**config.mk**
```make
export PLATFORM = sky130hd
export DESIGN_NAME = apb_tx
export DESIGN_NICKNAME = d
export VERILOG_FILES = /design/src/rtl/apb_pkg.sv /design/src/rtl/apb_tx.sv
export SDC_FILE = /design/constraint.sdc
export NUM_CORES = 1
export LEC_CHECK = 0
export CAP_MARGIN = 15
export CORE_ASPECT_RATIO = 0.7
export CORE_UTILIZATION = 52
export DETAILED_ROUTE_END_ITERATION = 10
export DONT_BUFFER_PORTS = 1
export PLACE_DENSITY = 0.63
export SLEW_MARGIN = 40
export SYNTH_ARGS = -nofsm -noshare
export SYNTH_HDL_FRONTEND = slang
export SYNTH_SLANG_ARGS = --single-unit
export TNS_END_PERCENT = 20
```
**constraint.sdc**
```tcl
create_clock -name clk -period 3.1 [get_ports clk]
set_input_delay 0.775 -clock clk [delete_from_list [all_inputs] [get_ports clk]]
set_output_delay 0.775 -clock clk [all_outputs]
set_load 0.02 [all_outputs]
```
**src/rtl/apb_pkg.sv**
```systemverilog
// Shared APB definitions: FSM state encodings common to the requester and completer.
package apb_pkg;

  typedef enum logic [1:0] {
    IDLE   = 2'd0,
    SETUP  = 2'd1,
    ACCESS = 2'd2
  } apb_state_e;

endpackage

```
**src/rtl/apb_tx.sv**
```systemverilog
// APB requester: turns valid/ready read/write commands into APB SETUP/ACCESS
// transfers and returns a one-cycle response pulse, with a pready timeout.
module apb_tx
  import apb_pkg::*;
#(
  parameter int unsigned DATA_BW = 8,
  parameter int unsigned ADDR_BW = 8,
  parameter int unsigned TIMEOUT = 16
) (
  input  logic               clk,
  input  logic               rst_n,
  input  logic               cmd_valid,
  output logic               cmd_ready,
  input  logic               cmd_write,
  input  logic [ADDR_BW-1:0] cmd_addr,
  input  logic [DATA_BW-1:0] cmd_wdata,
  output logic               rsp_valid,
  output logic [DATA_BW-1:0] rsp_rdata,
  output logic               rsp_err,
  output logic               psel,
  output logic               penable,
  output logic               pwrite,
  output logic [ADDR_BW-1:0] paddr,
  output logic [DATA_BW-1:0] pwdata,
  input  logic [DATA_BW-1:0] prdata,
  input  logic               pready
);

  localparam int unsigned CNT_W = (TIMEOUT > 0) ? $clog2(TIMEOUT + 1) : 1;
  localparam logic [CNT_W-1:0] CNT_LAST = CNT_W'((TIMEOUT > 0) ? TIMEOUT - 1 : 0);

  apb_state_e         state_q, state_d;
  logic [CNT_W-1:0]   cnt_q, cnt_d;
  logic               psel_d, penable_d, pwrite_d;
  logic [ADDR_BW-1:0] paddr_d;
  logic [DATA_BW-1:0] pwdata_d;
  logic               rsp_valid_d, rsp_err_d;
  logic [DATA_BW-1:0] rsp_rdata_d;
  logic               load;
  logic               timeout_hit;

  assign timeout_hit = (TIMEOUT != 0) && (cnt_q == CNT_LAST);

  // Next-state and next-output logic
  always_comb begin
    state_d     = state_q;
    cnt_d       = cnt_q;
    psel_d      = psel;
    penable_d   = penable;
    pwrite_d    = pwrite;
    paddr_d     = paddr;
    pwdata_d    = pwdata;
    rsp_valid_d = 1'b0;
    rsp_rdata_d = rsp_rdata;
    rsp_err_d   = rsp_err;
    cmd_ready   = 1'b0;
    load        = 1'b0;

    case (state_q)
      IDLE: begin
        cmd_ready = 1'b1;
        load      = cmd_valid;
      end
      SETUP: begin
        state_d   = ACCESS;
        penable_d = 1'b1;
      end
      ACCESS: begin
        if (pready) begin
          cmd_ready   = 1'b1;
          rsp_valid_d = 1'b1;
          rsp_err_d   = 1'b0;
          rsp_rdata_d = pwrite ? '0 : prdata;
          state_d     = IDLE;
          psel_d      = 1'b0;
          penable_d   = 1'b0;
          load        = cmd_valid;
        end else if (timeout_hit) begin
          // Abort a hung slave; counter holds until the next SETUP.
          state_d     = IDLE;
          psel_d      = 1'b0;
          penable_d   = 1'b0;
          rsp_valid_d = 1'b1;
          rsp_err_d   = 1'b1;
          rsp_rdata_d = '0;
        end else if (cnt_q != '1) begin
          cnt_d = cnt_q + CNT_W'(1);
        end
      end
      default: begin
        state_d   = IDLE;
        psel_d    = 1'b0;
        penable_d = 1'b0;
      end
    endcase

    // Accepted command overrides the completion path and starts SETUP.
    if (load) begin
      state_d   = SETUP;
      psel_d    = 1'b1;
      penable_d = 1'b0;
      pwrite_d  = cmd_write;
      paddr_d   = cmd_addr;
      pwdata_d  = cmd_wdata;
      cnt_d     = '0;
    end
  end

  // State and registered outputs
  always_ff @(posedge clk or negedge rst_n) begin
    if (!rst_n) begin
      state_q   <= IDLE;
      cnt_q     <= '0;
      psel      <= 1'b0;
      penable   <= 1'b0;
      pwrite    <= 1'b0;
      paddr     <= '0;
      pwdata    <= '0;
      rsp_valid <= 1'b0;
      rsp_rdata <= '0;
      rsp_err   <= 1'b0;
    end else begin
      state_q   <= state_d;
      cnt_q     <= cnt_d;
      psel      <= psel_d;
      penable   <= penable_d;
      pwrite    <= pwrite_d;
      paddr     <= paddr_d;
      pwdata    <= pwdata_d;
      rsp_valid <= rsp_valid_d;
      rsp_rdata <= rsp_rdata_d;
      rsp_err   <= rsp_err_d;
    end
  end

endmodule

```
### Word level (Yosys, flattened, before mapping)

Cells that the tools add are included.

* flip-flop bits (word level): 36
* bits of input ports: 29
* output and inout port bits: 30
* logic and storage cells: 56

* add/subtract/negate cells: 1
* eq/ne operators: 9
* multiplexer cells: 27
* reduce and logical (&&, ||, !) cells: 9

Operators by type and width (count)
* $mux 5: 5
* $mux 8: 3
* $mux 1: 11
* $mux 2: 3
* $pmux 1 s2: 3
* $pmux 2 s3: 1
* $reduce_and 2->1: 3
* $reduce_bool 2->1: 3
* $add 5x1->5 const B: 1
* $eq 5x4->1 const B: 1
* $ne 5x5->1 const B: 1
* $ne 2x1->1 const B: 2
* $ne 2x2->1 const B: 2
* $ne 4x4->1 const B: 1
* $reduce_and 4->1: 1
* $pmux 1 s3: 1
* $eq 2x1->1 const B: 1
* $eq 2x2->1 const B: 1
* $logic_not 2->1: 1
* $reduce_or 2->1: 1

### Depth between registers and ports, before layout

* depth in word-level cells: 6
* depth in mapped cells: 6
* gate-level depth less buffers: 6

### Worst setup path after synthesis

Ideal clock, no wire load.

* path type: register to register
* from: register cnt_q[0]
* to: register cnt_q[3]
* setup time: 0.077 ns
* data arrival time: 2.104 ns
* data required time: 3.023 ns
* path slack: 0.918 ns
* stages on the path, launching flop included: 7
* buffers on the path: 0
* period minus slack after synthesis: 2.182 ns
* cells stage by stage: dfrtp_1 -> ha_1 -> and3_1 -> ha_1 -> or4b_4 -> or4_1 -> a21oi_1

* longest elaborated chain between the ends: 6
* elaborated cells between the ends (all ways): 11
* those cells by class: add/sub (1); eq/ne (3); mux (5); reduce/logical (2)

RTL lines
* from (decl): line apb_tx.sv:33 `logic [CNT_W-1:0] cnt_q, cnt_d;`
* from (signal assigned): line apb_tx.sv:124 `cnt_q <= cnt_d;`
* $add 5x1->5: line apb_tx.sv:87 `cnt_d = cnt_q + CNT_W'(1);`
* $mux 5: line apb_tx.sv:86 `end else if (cnt_q != '1) begin`
* $mux 5: line apb_tx.sv:78 `end else if (timeout_hit) begin`
* $mux 5: line apb_tx.sv:69 `if (pready) begin`
* $mux 5: line apb_tx.sv:59 `case (state_q)`
* $mux 5: line apb_tx.sv:98 `if (load) begin`

Parallel ways exist; a longest one is shown, timed or not. The select of a mux whose other input is x is not followed.
A chain may end at the register's enable or synchronous reset.

### Final worst setup path

Ends and elaborated chain as after synthesis.

==> flow_summary_export.csv <==
group,metric,value,unit
sta,post-route-period-util,74.5,%
setup_path,worstRegToRegCells,6,
floorplanning,start_util,56.7,%
flow_run,cap_violations,0,
placement,place_congestion,0.845,
synthesis,synth_xor_area_share,0,%
placement,port_buffers,0,
drt,wl_per_cell,18.2,um
floorplanning,core_area,2550,um^2
floorplanning,die_x,65.0,um
cells_and_area,diodes,0,
sta,whs,0.182,ns
drt,drt_iter0_drc,60,
synthesis,synthAdderAreaFrac,2.60,%
synthesis,synth_nets,151,
placement,placed_area,1480,um^2
synthesis,ys_seq_area_share,60.6,%
cells_and_area,fin_nets,156,
cells_and_area,fin_area,1570,um^2
sta,drv_slew,0,
grt,grt_max_degree,36,
synthesis,synth_top_family_by_area,"multiplexers",
clocking,clockRootBuffer,"clkbuf_8",
synthesis,ys.warnings.count,0,
clocking,cts_resized,0,
cells_and_area,utilization,61.4,%
floorplanning,die_y,46.1,um
setup_path,worstSetupPathType,"flop to flop",
setup_path,cp_slowest_cell,"or4b_4",
run_status,status,"completed",
setup_path,crit_path_max_incr_delay,0.54,ns
sta,fin_setup_tns,0,ns
synthesis,yosys.area_share.simple,8.91,%
clocking,htreeDepth,2,
clocking,cts_hold_buffers,0,
setup_path,path_common_cell,"ha_1",
drt,postRouteAntennaNets,0,
synthesis,synth-seq-cells,35,
sta,tightest_slew,0.594,ns
setup_path,cp-start-kind,"flop",
power_and_ir_drop,p_total,1.22,mW
sta,fmax,433,MHz
grt,antenna_found_initial,0,
floorplanning,num_io_pins,59,
drt,avgViaCountPerCell,5.93,
setup_path,worst_ep_required_time,3.30,ns
clocking,clk_pin_slew,0.07,ns
cells_and_area,syn_to_final_growth,8.39,%
synthesis,synth_cell_types,24,
grt,grt_pass1_wl,4360,um
clocking,cts_buffers,5,
placement,hpwlAfterDp,2040,um
setup_path,reg2reg_from,"cnt_q[0]$_DFFE_PN0P_",
clocking,cts.sinks,35,
min_path,hp-class,"primary input to async pin",
sta,finalSetupViolations,0,
cells_and_area,nFillCells,233,
setup_path,rrSetupSlack,0.79,ns
sta,fin_worst_skew,0.00531,ns
clocking,cts_tree,"done",
drt,vias,943,
synthesis,synthMuxAreaShare,13.9,%
grt,grt_overflow,0,
sta,fin_crit,2.31,ns
floorplanning,rows,15,
drt,drc,0,
power_and_ir_drop,leakage,0.681,nW
synthesis,syn_area_per_cell,12.2,um^2
grt,grt_usage,20.4,%
clocking,cts_buffer_depth,2,
cells_and_area,layout_common_cells,"35 x dfrtp_1, 21 x o21ai_0, 17 x mux2_2",
synthesis,netlist_area,1450,um^2
grt,grt_pass1_vias,969,
drt,wirelength,2890,um
setup_path,cp_max_fo,6,
clocking,cts_setup_buffers,0,
drt,dr.pass1.iters,4,
setup_path,critPathCaptureType,"flop",
power_and_ir_drop,vdd_drop_max,0.410,mV
synthesis,synthesis.instances,119,
cells_and_area,drive_gt1_share,20.8,%
setup_path,rr_endpoint,"cnt_q[3]$_DFFE_PN0P_",
setup_path,crit_arrival,2.52,ns
cells_and_area,mostFrequentLayoutCell,"dfrtp_1",
clocking,clk_latency,0.28,ns
power_and_ir_drop,p_per_area,780,nW/um^2
sta,relSlewSlack,60.3,%
sta,rsz0062_at_grt,"no",
setup_path,worstPathCellList,"ha_1 > and3_1 > ha_1 > or4b_4 > or4_1 > a21oi_1",
floorplanning,die_area,3000,um^2
synthesis,synth-compound-area-share,12.0,%
sta,hold_viol_final,0,
[critical path: cells and delay by family (launching register included)]
| kind | cells | cell delay, ns |
|---|---|---|
| fa+ha+maj | 2 | 0.46 |
| simple gates | 3 | 1.22 |
| flops | 1 | 0.40 |
| compound gates | 1 | 0.16 |
[kinds of logic (layout without fill, tap and decap cells)]
kind of cell / after synthesis / count (layout)
AOI/OAI and AO/OA: 32 / 32
adders and majority gates: 3 / 3
buffers and inverters: 7 / 13
DFF: 35 / 35
muxes: 18 / 18
and+or+nand+nor: 24 / 24
[metrics by stage]
stage	worst slack, ns	std cells
2_1_floorplan	0.918	119
6_report	0.789	159
5_1_grt	0.643	159
3_5_place_dp	0.813	151
4_1_cts	0.793	159
3_3_place_gp	0.862	151
[sequential cells by signal (all words and copies together) (netlist names)]
register	cells
paddr	8
pwdata	8
pwrite	1
rsp_rdata	8
cnt_q	5
rsp_err	1
rsp_valid	1
state_q	2
psel	1
[area by class of cell]
cell class | instances | area (um^2) | share of cell area [%]
clock inverter | 2 | 12.5 | 0.798
inverter | 4 | 15.0 | 0.958
timing repair buffer | 1 | 7.51 | 0.479
tap | 34 | 42.5 | 2.71
clock buffer | 6 | 72.6 | 4.63
multi-input combinational | 77 | 542 | 34.6
sequential | 35 | 876 | 55.9
[power by group]
part           internal [mW]  leakage [nW]  total, mW  switching, mW
Combinational         0.0827         0.202      0.161         0.0782
Sequential             0.556         0.438      0.750          0.194
Clock                  0.157        0.0412      0.312          0.155
[worst max path at each step]
stage | startpoint | cells past startpoint | slack (ns) | endpoint
2_1_floorplan | cnt_q[0]$_DFFE_PN0P_ | 6 | 0.92 | cnt_q[3]$_DFFE_PN0P_
3_3_place_gp | cnt_q[0]$_DFFE_PN0P_ | 6 | 0.86 | cnt_q[3]$_DFFE_PN0P_
3_5_place_dp | cnt_q[0]$_DFFE_PN0P_ | 6 | 0.81 | cnt_q[3]$_DFFE_PN0P_
4_1_cts | cnt_q[0]$_DFFE_PN0P_ | 6 | 0.79 | cnt_q[3]$_DFFE_PN0P_
5_1_grt | cnt_q[0]$_DFFE_PN0P_ | 6 | 0.64 | cnt_q[3]$_DFFE_PN0P_
6_report | cnt_q[0]$_DFFE_PN0P_ | 6 | 0.79 | cnt_q[3]$_DFFE_PN0P_
[Yosys cell counts (all sizes together)]
| cell type | count | area share [%] |
|---|---|---|
| mux2 | 17 | 13 |
| nand3 | 3 | 1.0 |
| o221ai | 2 | 1.2 |
| and2b | 1 | 0.52 |
| or4b | 1 | 0.95 |
| nor4b | 1 | 0.61 |
| o31ai | 1 | 0.52 |
| inv | 4 | 1.0 |
| a21oi | 5 | 1.7 |
| buf | 2 | 0.69 |
| and3 | 1 | 0.43 |
| or4 | 1 | 0.52 |
| a22oi | 1 | 0.52 |
| dfrtp | 35 | 61 |
| nand2b | 2 | 0.86 |
| mux2i | 1 | 0.69 |
| nor2b | 2 | 0.86 |
| ha | 3 | 2.6 |
| o21ai | 22 | 7.6 |
| nor2 | 3 | 0.78 |
| nand2 | 9 | 2.3 |
| clkbuf | 1 | 0.26 |
| o22ai | 1 | 0.43 |
[layer usage]
layer / part of all wire (%) / up-vias / track usage (%)
met4: 0 / 0 / 6.52
met1: 40 / 461 / 23.7
met3: 10 / 0 / 8.91
met2: 50 / 50 / 34.8
li1: - / 432 / -
met5: 0 / - / 0
(Power assumes the default switching activity.)
